File: config.mk
export PLATFORM = sky130hd
export DESIGN_NAME = ising_run_ctrl
export DESIGN_NICKNAME = d
export VERILOG_FILES = /design/src/rtl/ising_ctrl_pkg.sv /design/src/rtl/ising_wr_fwd.sv /design/src/rtl/ising_run_ctrl.sv
export SDC_FILE = /design/constraint.sdc
export NUM_CORES = 1
export LEC_CHECK = 0
export BUFFER_PORTS_ARGS = -buffer_cell sky130_fd_sc_hd__buf_2
export CORE_ASPECT_RATIO = 0.75
export CORE_MARGIN = 2
export CORE_UTILIZATION = 54
export CTS_CLUSTER_DIAMETER = 30
export DETAILED_ROUTE_END_ITERATION = 7
export GPL_TIMING_DRIVEN = 0
export HOLD_SLACK_MARGIN = 0.1
export PLACE_DENSITY_LB_ADDON = 0.12
export SLEW_MARGIN = 30
export SYNTH_ARGS = -nofsm -noshare
export SYNTH_HDL_FRONTEND = slang
export SYNTH_SLANG_ARGS = --single-unit
File: constraint.sdc
create_clock -name i_clk -period 14.5 [get_ports i_clk]
set_clock_uncertainty 0.2 [all_clocks]
set_input_delay 2.175 -clock i_clk [delete_from_list [all_inputs] [get_ports i_clk]]
set_output_delay 2.175 -clock i_clk [all_outputs]
set_load 0.02 [all_outputs]
File: src/rtl/ising_ctrl_pkg.sv
// ising_ctrl_pkg: shared widths, state encoding and helpers for the Ising run controller.
package ising_ctrl_pkg;

   localparam int CNT_W = 32;
   localparam int IDX_W = 16;

   typedef enum logic [2:0] {
      IDLE    = 3'd0,
      CLEAR   = 3'd1,
      RUN     = 3'd2,
      CAPTURE = 3'd3,
      OUT     = 3'd4
   } state_t;

   // A zero-length run window is promoted to one cycle so the sampler always gets a window.
   function automatic logic [CNT_W-1:0] clamp_min1(input logic [CNT_W-1:0] v);
      logic [CNT_W-1:0] res;
      if (v == {CNT_W{1'b0}}) begin
         res = {{(CNT_W-1){1'b0}}, 1'b1};
      end else begin
         res = v;
      end
      return res;
   endfunction

endpackage

File: src/rtl/ising_wr_fwd.sv
// ising_wr_fwd: one-entry registered forwarder turning the host weight-write
// handshake into a single-cycle core write strobe with registered addr/data.
module ising_wr_fwd
   import ising_ctrl_pkg::*;
(
   input  logic             i_clk,
   input  logic             i_rst,
   input  logic             i_accept_en,
   input  logic             i_wr_valid,
   input  logic [CNT_W-1:0] i_wr_addr,
   input  logic [CNT_W-1:0] i_wdata,
   output logic             o_wr_ready,
   output logic             o_wready,
   output logic [CNT_W-1:0] o_wr_addr,
   output logic [CNT_W-1:0] o_wdata
);

   logic             r_wr_ready;
   logic             r_wready;
   logic [CNT_W-1:0] r_wr_addr;
   logic [CNT_W-1:0] r_wdata;
   logic             w_fire;

   assign w_fire = i_wr_valid & r_wr_ready;

   // Ready follows the controller's next state; an accepted beat becomes a one-cycle strobe.
   always_ff @(posedge i_clk or posedge i_rst) begin
      if (i_rst) begin
         r_wr_ready <= 1'b0;
         r_wready   <= 1'b0;
         r_wr_addr  <= {CNT_W{1'b0}};
         r_wdata    <= {CNT_W{1'b0}};
      end else begin
         r_wr_ready <= i_accept_en;
         r_wready   <= w_fire;
         if (w_fire) begin
            r_wr_addr <= i_wr_addr;
            r_wdata   <= i_wdata;
         end
      end
   end

   assign o_wr_ready = r_wr_ready;
   assign o_wready   = r_wready;
   assign o_wr_addr  = r_wr_addr;
   assign o_wdata    = r_wdata;

endmodule

File: src/rtl/ising_run_ctrl.sv
// ising_run_ctrl: run sequencer for the Ising array. Forwards host weight writes,
// then performs cfg_runs anneal runs (reset hold, run window, phase capture) and
// streams each captured phase out on a valid/ready interface.
// Optional feature macro: ISING_CTRL_SWEEP_EN (per-run cutoff sweep).
module ising_run_ctrl
   import ising_ctrl_pkg::*;
#(
   parameter int N             = 3,
   parameter int RST_CYCLES    = 4,
   parameter int SETTLE_CYCLES = 2
) (
   input  logic             i_clk,
   input  logic             i_rst,
   input  logic             i_start,
   input  logic             i_abort,
   input  logic [IDX_W-1:0] i_cfg_runs,
   input  logic [CNT_W-1:0] i_cfg_run_cycles,
   input  logic [CNT_W-1:0] i_cfg_cutoff,
   input  logic [CNT_W-1:0] i_cfg_cutoff_step,
   input  logic             i_wr_valid,
   output logic             o_wr_ready,
   input  logic [CNT_W-1:0] i_wr_addr_in,
   input  logic [CNT_W-1:0] i_wdata_in,
   output logic             o_wready,
   output logic [CNT_W-1:0] o_wr_addr,
   output logic [CNT_W-1:0] o_wdata,
   output logic             o_axi_rstn,
   output logic             o_ising_rstn,
   output logic [CNT_W-1:0] o_counter_max,
   output logic [CNT_W-1:0] o_counter_cutoff,
   input  logic [N-1:0]     i_phase,
   output logic             o_res_valid,
   input  logic             i_res_ready,
   output logic [N-1:0]     o_res_phase,
   output logic [IDX_W-1:0] o_res_idx,
   output logic             o_busy,
   output logic             o_done
);

   state_t           r_state;
   state_t           w_state_nxt;
   logic [CNT_W:0]   r_cnt;
   logic [CNT_W:0]   w_cnt_nxt;
   logic [CNT_W:0]   w_run_len;
   logic [IDX_W-1:0] r_runs;
   logic [IDX_W-1:0] w_runs_nxt;
   logic [CNT_W-1:0] r_counter_max;
   logic [CNT_W-1:0] w_cmax_nxt;
   logic [CNT_W-1:0] r_counter_cutoff;
   logic [CNT_W-1:0] w_cut_nxt;
   logic [IDX_W-1:0] r_res_idx;
   logic [IDX_W-1:0] w_idx_nxt;
   logic [N-1:0]     r_res_phase;
   logic [N-1:0]     w_phase_nxt;
   logic             r_res_valid;
   logic             w_valid_nxt;
   logic             r_busy;
   logic             w_busy_nxt;
   logic             r_done;
   logic             w_done_nxt;
   logic             r_ising_rstn;
   logic             r_axi_rstn;
   logic             w_last_run;

`ifdef ISING_CTRL_SWEEP_EN
   logic [CNT_W-1:0] r_step;
   logic [CNT_W-1:0] w_step_nxt;
`else
   logic             w_step_unused;
   assign w_step_unused = ^i_cfg_cutoff_step;
`endif

   // Run window plus settle time, kept one bit wider so a maximal window cannot wrap.
   assign w_run_len  = {1'b0, r_counter_max} + (CNT_W+1)'(SETTLE_CYCLES);
   assign w_last_run = (({1'b0, r_res_idx} + 17'd1) == {1'b0, r_runs});

   // Sequencer state register.
   always_ff @(posedge i_clk or posedge i_rst) begin
      if (i_rst) begin
         r_state <= IDLE;
      end else begin
         r_state <= w_state_nxt;
      end
   end

   // Next-state and next-value logic; abort outranks every other transition.
   always_comb begin
      w_state_nxt = r_state;
      w_cnt_nxt   = r_cnt;
      w_runs_nxt  = r_runs;
      w_cmax_nxt  = r_counter_max;
      w_cut_nxt   = r_counter_cutoff;
      w_idx_nxt   = r_res_idx;
      w_phase_nxt = r_res_phase;
      w_valid_nxt = r_res_valid;
      w_busy_nxt  = r_busy;
      w_done_nxt  = 1'b0;
`ifdef ISING_CTRL_SWEEP_EN
      w_step_nxt  = r_step;
`endif
      if ((r_state != IDLE) && i_abort) begin
         w_state_nxt = IDLE;
         w_cnt_nxt   = {(CNT_W+1){1'b0}};
         w_valid_nxt = 1'b0;
         w_busy_nxt  = 1'b0;
      end else begin
         case (r_state)
            IDLE: begin
               if (i_start) begin
                  if (i_cfg_runs == {IDX_W{1'b0}}) begin
                     w_done_nxt = 1'b1;
                  end else begin
                     w_state_nxt = CLEAR;
                     w_cnt_nxt   = {(CNT_W+1){1'b0}};
                     w_runs_nxt  = i_cfg_runs;
                     w_cmax_nxt  = clamp_min1(i_cfg_run_cycles);
                     w_cut_nxt   = i_cfg_cutoff;
                     w_idx_nxt   = {IDX_W{1'b0}};
                     w_busy_nxt  = 1'b1;
`ifdef ISING_CTRL_SWEEP_EN
                     w_step_nxt  = i_cfg_cutoff_step;
`endif
                  end
               end else begin
                  w_state_nxt = IDLE;
               end
            end
            CLEAR: begin
               if (r_cnt == (CNT_W+1)'(RST_CYCLES - 1)) begin
                  w_state_nxt = RUN;
                  w_cnt_nxt   = {(CNT_W+1){1'b0}};
               end else begin
                  w_cnt_nxt   = r_cnt + 33'd1;
               end
            end
            RUN: begin
               if (r_cnt == (w_run_len - 33'd1)) begin
                  w_state_nxt = CAPTURE;
                  w_cnt_nxt   = {(CNT_W+1){1'b0}};
               end else begin
                  w_cnt_nxt   = r_cnt + 33'd1;
               end
            end
            CAPTURE: begin
               w_phase_nxt = i_phase;
               w_valid_nxt = 1'b1;
               w_state_nxt = OUT;
            end
            OUT: begin
               if (i_res_ready) begin
                  w_valid_nxt = 1'b0;
                  if (w_last_run) begin
                     w_state_nxt = IDLE;
                     w_busy_nxt  = 1'b0;
                     w_done_nxt  = 1'b1;
                  end else begin
                     w_state_nxt = CLEAR;
                     w_cnt_nxt   = {(CNT_W+1){1'b0}};
                     w_idx_nxt   = r_res_idx + 16'd1;
`ifdef ISING_CTRL_SWEEP_EN
                     w_cut_nxt   = r_counter_cutoff + r_step;
`else
                     w_cut_nxt   = r_counter_cutoff;
`endif
                  end
               end else begin
                  w_valid_nxt = 1'b1;
               end
            end
            default: begin
               w_state_nxt = IDLE;
               w_valid_nxt = 1'b0;
               w_busy_nxt  = 1'b0;
            end
         endcase
      end
   end

   // Registered datapath and outputs; array reset is released only while running.
   always_ff @(posedge i_clk or posedge i_rst) begin
      if (i_rst) begin
         r_cnt            <= {(CNT_W+1){1'b0}};
         r_runs           <= {IDX_W{1'b0}};
         r_counter_max    <= {CNT_W{1'b0}};
         r_counter_cutoff <= {CNT_W{1'b0}};
         r_res_idx        <= {IDX_W{1'b0}};
         r_res_phase      <= {N{1'b0}};
         r_res_valid      <= 1'b0;
         r_busy           <= 1'b0;
         r_done           <= 1'b0;
         r_ising_rstn     <= 1'b0;
         r_axi_rstn       <= 1'b0;
`ifdef ISING_CTRL_SWEEP_EN
         r_step           <= {CNT_W{1'b0}};
`endif
      end else begin
         r_cnt            <= w_cnt_nxt;
         r_runs           <= w_runs_nxt;
         r_counter_max    <= w_cmax_nxt;
         r_counter_cutoff <= w_cut_nxt;
         r_res_idx        <= w_idx_nxt;
         r_res_phase      <= w_phase_nxt;
         r_res_valid      <= w_valid_nxt;
         r_busy           <= w_busy_nxt;
         r_done           <= w_done_nxt;
         r_ising_rstn     <= (w_state_nxt == RUN);
         r_axi_rstn       <= 1'b1;
`ifdef ISING_CTRL_SWEEP_EN
         r_step           <= w_step_nxt;
`endif
      end
   end

   ising_wr_fwd u_wr_fwd (
      .i_clk       (i_clk),
      .i_rst       (i_rst),
      .i_accept_en (w_state_nxt == IDLE),
      .i_wr_valid  (i_wr_valid),
      .i_wr_addr   (i_wr_addr_in),
      .i_wdata     (i_wdata_in),
      .o_wr_ready  (o_wr_ready),
      .o_wready    (o_wready),
      .o_wr_addr   (o_wr_addr),
      .o_wdata     (o_wdata)
   );

   assign o_axi_rstn       = r_axi_rstn;
   assign o_ising_rstn     = r_ising_rstn;
   assign o_counter_max    = r_counter_max;
   assign o_counter_cutoff = r_counter_cutoff;
   assign o_res_valid      = r_res_valid;
   assign o_res_phase      = r_res_phase;
   assign o_res_idx        = r_res_idx;
   assign o_busy           = r_busy;
   assign o_done           = r_done;

endmodule
==> impl_results.html <==
<table>
<tr><th>Metric</th><th>Value</th></tr>
<tr><th colspan="2">Yosys</th></tr>
<tr><td>Count of different cell masters after synthesis</td><td>75</td></tr>
<tr><td>Mapped cell area</td><td>0.0104 mm²</td></tr>
<tr><td>Total of warnings raised by yosys</td><td>0</td></tr>
<tr><td>Net count of the mapped netlist</td><td>1,202</td></tr>
<tr><td>Post-synth EDFFs</td><td>0</td></tr>
<tr><td>Gate count after technology mapping</td><td>1,014</td></tr>
<tr><td>Share of synthesized area occupied by flip-flops and latches</td><td>0.494</td></tr>
<tr><td>Share of synthesized flip-flops with an asynchronous set or reset</td><td>1.00</td></tr>
<tr><td>Primary FF master, synth</td><td>sky130_fd_sc_hd__dfrtp_1</td></tr>
<tr><td>FF+latch count, synth</td><td>206</td></tr>
<tr><td>Synth Area per Inst</td><td>10.3 µm²</td></tr>
<tr><th colspan="2">Worst setup path</th></tr>
<tr><td>Type of origin of the critical path</td><td>input pin</td></tr>
<tr><td>Path type of the worst setup path</td><td>input pin to register</td></tr>
<tr><td>Reg2reg path depth</td><td>12</td></tr>
<tr><td>Critical path peak fanout</td><td>10</td></tr>
<tr><td>Reg-to-reg startpoint</td><td>o_counter_max[1]</td></tr>
<tr><td>R2R setup slack</td><td>10.81 ns</td></tr>
<tr><td>Crit end category</td><td>register</td></tr>
<tr><td>Arrival time of the worst setup path</td><td>4.65 ns</td></tr>
<tr><td>Worst R2R End</td><td>r_cnt[15]</td></tr>
<tr><td>Required time at the endpoint of the critical path</td><td>14.74 ns</td></tr>
<tr><td>Origin of the worst setup path</td><td>i_cfg_runs[1]</td></tr>
<tr><th colspan="2">Timing</th></tr>
<tr><td>Part of the cycle the worst path needs</td><td>0.304</td></tr>
<tr><td>Actual slew at the worst max-slew pin</td><td>0.735 ns</td></tr>
<tr><td>Setup repair after global routing missed its margin</td><td>no</td></tr>
<tr><td>Relative slew slack</td><td>0.506</td></tr>
<tr><td>Accumulated negative setup slack</td><td>0 ns</td></tr>
<tr><td>Fmax achieved</td><td>0.227 GHz</td></tr>
<tr><td>Count of final max-slew check failures</td><td>0</td></tr>
<tr><td>Count of final setup violators</td><td>0</td></tr>
<tr><td>Count of endpoints failing hold in the final timing report</td><td>0</td></tr>
<tr><td>Shortest period the worst path allows</td><td>4.41 ns</td></tr>
<tr><th colspan="2">GRT</th></tr>
<tr><td>Via count of the first global-routing pass</td><td>9,253</td></tr>
<tr><td>Global Route met1 Usage</td><td>0.470</td></tr>
<tr><td>Global routing's busiest layer</td><td>met2</td></tr>
<tr><td>Met2 track utilization from global routing</td><td>0.480</td></tr>
<tr><td>GR Overflow Total</td><td>0</td></tr>
<tr><td>GR Util All Layers</td><td>0.321</td></tr>
<tr><td>Number of antenna violations at the first check in global routing</td><td>4</td></tr>
<tr><td>Largest net degree at the start of global routing</td><td>78</td></tr>
<tr><td>Global-route wire length before repair</td><td>51.2 mm</td></tr>
<tr><td>Met3 routing resource usage after global routing</td><td>0.0806</td></tr>
<tr><th colspan="2">Clock tree</th></tr>
<tr><td>Deepest clock path buffer count</td><td>3</td></tr>
<tr><td>Clock H-tree levels</td><td>2</td></tr>
<tr><td>TritonCTS clock tree</td><td>built</td></tr>
<tr><td>Post-CTS setup buffers</td><td>0</td></tr>
<tr><td>CTS buffer count</td><td>35</td></tr>
<tr><td>Number of buffers inserted by hold repair at cts</td><td>0</td></tr>
<tr><td>Clock Latency Late Sink</td><td>0.51 ns</td></tr>
<tr><td>Cell at the root of the clock tree</td><td>sky130_fd_sc_hd__clkbuf_16</td></tr>
<tr><td>Clock transition at the registers of the reported paths</td><td>0.05 ns</td></tr>
<tr><td>Post-cts resize count</td><td>0</td></tr>
<tr><td>Number of clock sinks</td><td>206</td></tr>
<tr><th colspan="2">Drt</th></tr>
<tr><td>Final WL</td><td>32.3 mm</td></tr>
<tr><td>Via count</td><td>9,517</td></tr>
<tr><td>Detailed-router iteration count before antenna repair</td><td>5</td></tr>
<tr><td>Average via count per standard cell</td><td>5.80</td></tr>
<tr><td>Post-route antenna net violation count</td><td>0</td></tr>
<tr><td>DRC violations left</td><td>0</td></tr>
<tr><td>DRC violation total after the first TritonRoute iteration</td><td>1,047</td></tr>
<tr><td>Post-DR wirelength/cell</td><td>19.7 µm</td></tr>
<tr><th colspan="2">Floorplan</th></tr>
<tr><td>Vertical die dimension</td><td>124 µm</td></tr>
<tr><td>Effective utilization at floorplan</td><td>0.545</td></tr>
<tr><td>Area inside the core boundary</td><td>0.0192 mm²</td></tr>
<tr><td>Die width</td><td>165 µm</td></tr>
<tr><td>Number of top-level pins</td><td>339</td></tr>
<tr><td>Die area</td><td>0.0205 mm²</td></tr>
<tr><td>Row count</td><td>44</td></tr>
<tr><th colspan="2">Pwr</th></tr>
<tr><td>Maximum resistive drop on vdd</td><td>125 µV</td></tr>
<tr><td>Static power due to leakage</td><td>6.57 nW</td></tr>
<tr><td>Total power of the final layout</td><td>2.45 mW</td></tr>
<tr><td>Total power divided by cell area</td><td>180 mW/mm²</td></tr>
<tr><th colspan="2">Final layout</th></tr>
<tr><td>Final core occ</td><td>0.711</td></tr>
<tr><td>Ratio of cells with drive above 1 in the final layout</td><td>0.362</td></tr>
<tr><td>Final Cell Area</td><td>0.0136 mm²</td></tr>
<tr><td>Post-layout net count</td><td>1,547</td></tr>
<tr><td>Area added between synthesis and finish</td><td>30.4%</td></tr>
<tr><th colspan="2">Worst hold path</th></tr>
<tr><td>Min-Delay Path Depth</td><td>2</td></tr>
<tr><td>Hold crit path type</td><td>register to register</td></tr>
<tr><td>Startpoint of the tightest hold check path</td><td>o_counter_cutoff[31]</td></tr>
<tr><td>Destination of the worst hold path</td><td>o_counter_cutoff[31]</td></tr>
<tr><th colspan="2">Placed design</th></tr>
<tr><td>Area after DPL</td><td>0.0124 mm²</td></tr>
<tr><td>Routability congestion estimate from global placement</td><td>0.910</td></tr>
<tr><td>Detailed-placement wirelength estimate</td><td>24.2 mm</td></tr>
<tr><td>Count of input and output buffers</td><td>306</td></tr>
<tr><th colspan="2">Flow run</th></tr>
<tr><td>Max Cap Violations</td><td>0</td></tr>
<tr><th colspan="2">Outcome</th></tr>
<tr><td>Status</td><td>completed</td></tr>
</table>
==> cell families (layout without fill, tap and decap cells) <==
| logic type | count (synthesis) | count (layout) | share of synthesized area |
|---|---|---|---|
| buf+inv | 82 | 454 | 0.0346 |
| xor+xnor | 62 | 62 | 0.0520 |
| other cells | 1 | 3 | 0.000359 |
| simple gates | 393 | 393 | 0.197 |
| fa+ha+maj | 3 | 3 | 0.00360 |
| flops | 206 | 206 | 0.494 |
| compound gates | 176 | 176 | 0.121 |
| mux | 91 | 91 | 0.0974 |
==> critical path, stage by stage <==
cell                       delay [ns]
sky130_fd_sc_hd__buf_2           0.10
sky130_fd_sc_hd__nor4_1          0.32
sky130_fd_sc_hd__nand4_1         0.22
sky130_fd_sc_hd__nand3_1         0.16
sky130_fd_sc_hd__clkbuf_1        0.49
sky130_fd_sc_hd__buf_1           0.54
sky130_fd_sc_hd__clkbuf_1        0.42
sky130_fd_sc_hd__nand2_1         0.12
sky130_fd_sc_hd__nand2_1         0.09
==> cell usage after synthesis, types with 4 or more instances <==
cell type,instances,area (µm²)
sky130_fd_sc_hd__nand2b_1,13,81.3
sky130_fd_sc_hd__clkbuf_1,26,97.6
sky130_fd_sc_hd__and4_1,8,70.1
sky130_fd_sc_hd__o22ai_1,4,25.0
sky130_fd_sc_hd__xor2_1,27,236
sky130_fd_sc_hd__a31oi_1,22,138
sky130_fd_sc_hd__mux2_2,85,957
sky130_fd_sc_hd__nor3_1,16,80.1
sky130_fd_sc_hd__buf_2,24,120
sky130_fd_sc_hd__nand2_1,162,608
sky130_fd_sc_hd__o41ai_1,4,35.0
sky130_fd_sc_hd__xnor2_1,35,307
sky130_fd_sc_hd__o31ai_1,8,60.1
sky130_fd_sc_hd__nor2b_1,10,62.6
sky130_fd_sc_hd__nor4_1,25,156
sky130_fd_sc_hd__a311oi_1,4,35.0
sky130_fd_sc_hd__a22o_1,33,289
sky130_fd_sc_hd__nand4_1,29,181
sky130_fd_sc_hd__dfrtp_1,206,5150
sky130_fd_sc_hd__inv_1,19,71.3
sky130_fd_sc_hd__and3_1,20,125
sky130_fd_sc_hd__or3_1,4,25.0
sky130_fd_sc_hd__nand3_1,37,185
sky130_fd_sc_hd__nor2_1,39,146
sky130_fd_sc_hd__and2_1,4,25.0
sky130_fd_sc_hd__a21oi_1,31,155
sky130_fd_sc_hd__o21ai_0,28,140
sky130_fd_sc_hd__a221o_1,6,60.1
sky130_fd_sc_hd__mux2i_1,6,60.1
sky130_fd_sc_hd__buf_1,8,30.0
==> layout make-up <==
type	instances	area, µm²
Antenna cell	2	5.00
Buffer	62	287
Clock buffer	47	1020
Clock inverter	17	236
Fill cell	1449	5540
Inverter	20	82.6
Multi-Input combinational cell	726	4920
Sequential cell	206	5150
Tap cell	253	317
Timing Repair Buffer	308	1590
==> worst max-delay path by stage <==
stage	endpoint
after global placement	o_counter_cutoff[27]
after detailed placement	o_counter_cutoff[19]
final	o_counter_cutoff[15]
after CTS	o_counter_cutoff[25]
after global routing	o_counter_cutoff[16]
after floorplan	o_axi_rstn
==> layer usage <==
layer / wire [µm] / vias up
met5: 0 / -
met4: 685 / 0
met3: 2860 / 61
met2: 14500 / 444
met1: 14300 / 4632
li1: - / 4380
==> metrics by stage <==
| stage | hold WS (ns) | setup WS (ns) | std cells |
|---|---|---|---|
| floorplan | 0.298 | 6.50 | 1014 |
| global placement | 0.253 | 4.18 | 1573 |
| detailed placement | 0.257 | 9.54 | 1575 |
| CTS | 0.270 | 10.05 | 1639 |
| global route | 0.289 | 9.88 | 1639 |
| finish | 0.266 | 10.09 | 1641 |
==> power breakdown <==
part           leakage [nW]  internal [mW]  switching [mW]
combinational          3.38          0.285           0.446
sequential             2.57          0.718           0.130
clock                 0.615          0.584           0.287
total                  6.57           1.59           0.863
==> registers in the layout, indices dropped and copies added (netlist names) <==
name                 count
u_wr_fwd.o_wr_addr      32
o_counter_max           32
o_res_phase              3
o_axi_rstn               1
o_done                   1
r_runs                  16
o_res_idx               16
o_ising_rstn             1
o_busy                   1
r_state                  3
o_counter_cutoff        32
u_wr_fwd.o_wdata        32
r_cnt                   33
u_wr_fwd.o_wr_ready      1
o_res_valid              1
u_wr_fwd.o_wready        1
==> layout by cell type, fill, tap and decap left out, types with 5 or more instances in the layout <==
cell type	n
sky130_fd_sc_hd__mux2i_1	6
sky130_fd_sc_hd__a221o_1	6
sky130_fd_sc_hd__nor3_1	16
sky130_fd_sc_hd__and3_1	20
sky130_fd_sc_hd__nand4_1	29
sky130_fd_sc_hd__a21oi_1	31
sky130_fd_sc_hd__o21ai_0	28
sky130_fd_sc_hd__clkbuf_8	8
sky130_fd_sc_hd__mux2_2	85
sky130_fd_sc_hd__nor4_1	25
sky130_fd_sc_hd__nor2b_1	10
sky130_fd_sc_hd__a31oi_1	22
sky130_fd_sc_hd__a22o_1	33
sky130_fd_sc_hd__inv_1	18
sky130_fd_sc_hd__clkbuf_1	29
sky130_fd_sc_hd__buf_1	8
sky130_fd_sc_hd__xnor2_1	35
sky130_fd_sc_hd__clkbuf_16	36
sky130_fd_sc_hd__o31ai_1	8
sky130_fd_sc_hd__xor2_1	27
sky130_fd_sc_hd__buf_2	330
sky130_fd_sc_hd__nand2b_1	13
sky130_fd_sc_hd__dfrtp_1	206
sky130_fd_sc_hd__clkinv_2	6
sky130_fd_sc_hd__nand3_1	37
sky130_fd_sc_hd__nor2_1	39
sky130_fd_sc_hd__nand2_1	162
sky130_fd_sc_hd__bufinv_16	5
sky130_fd_sc_hd__and4_1	8
(Power assumes the default switching activity.)
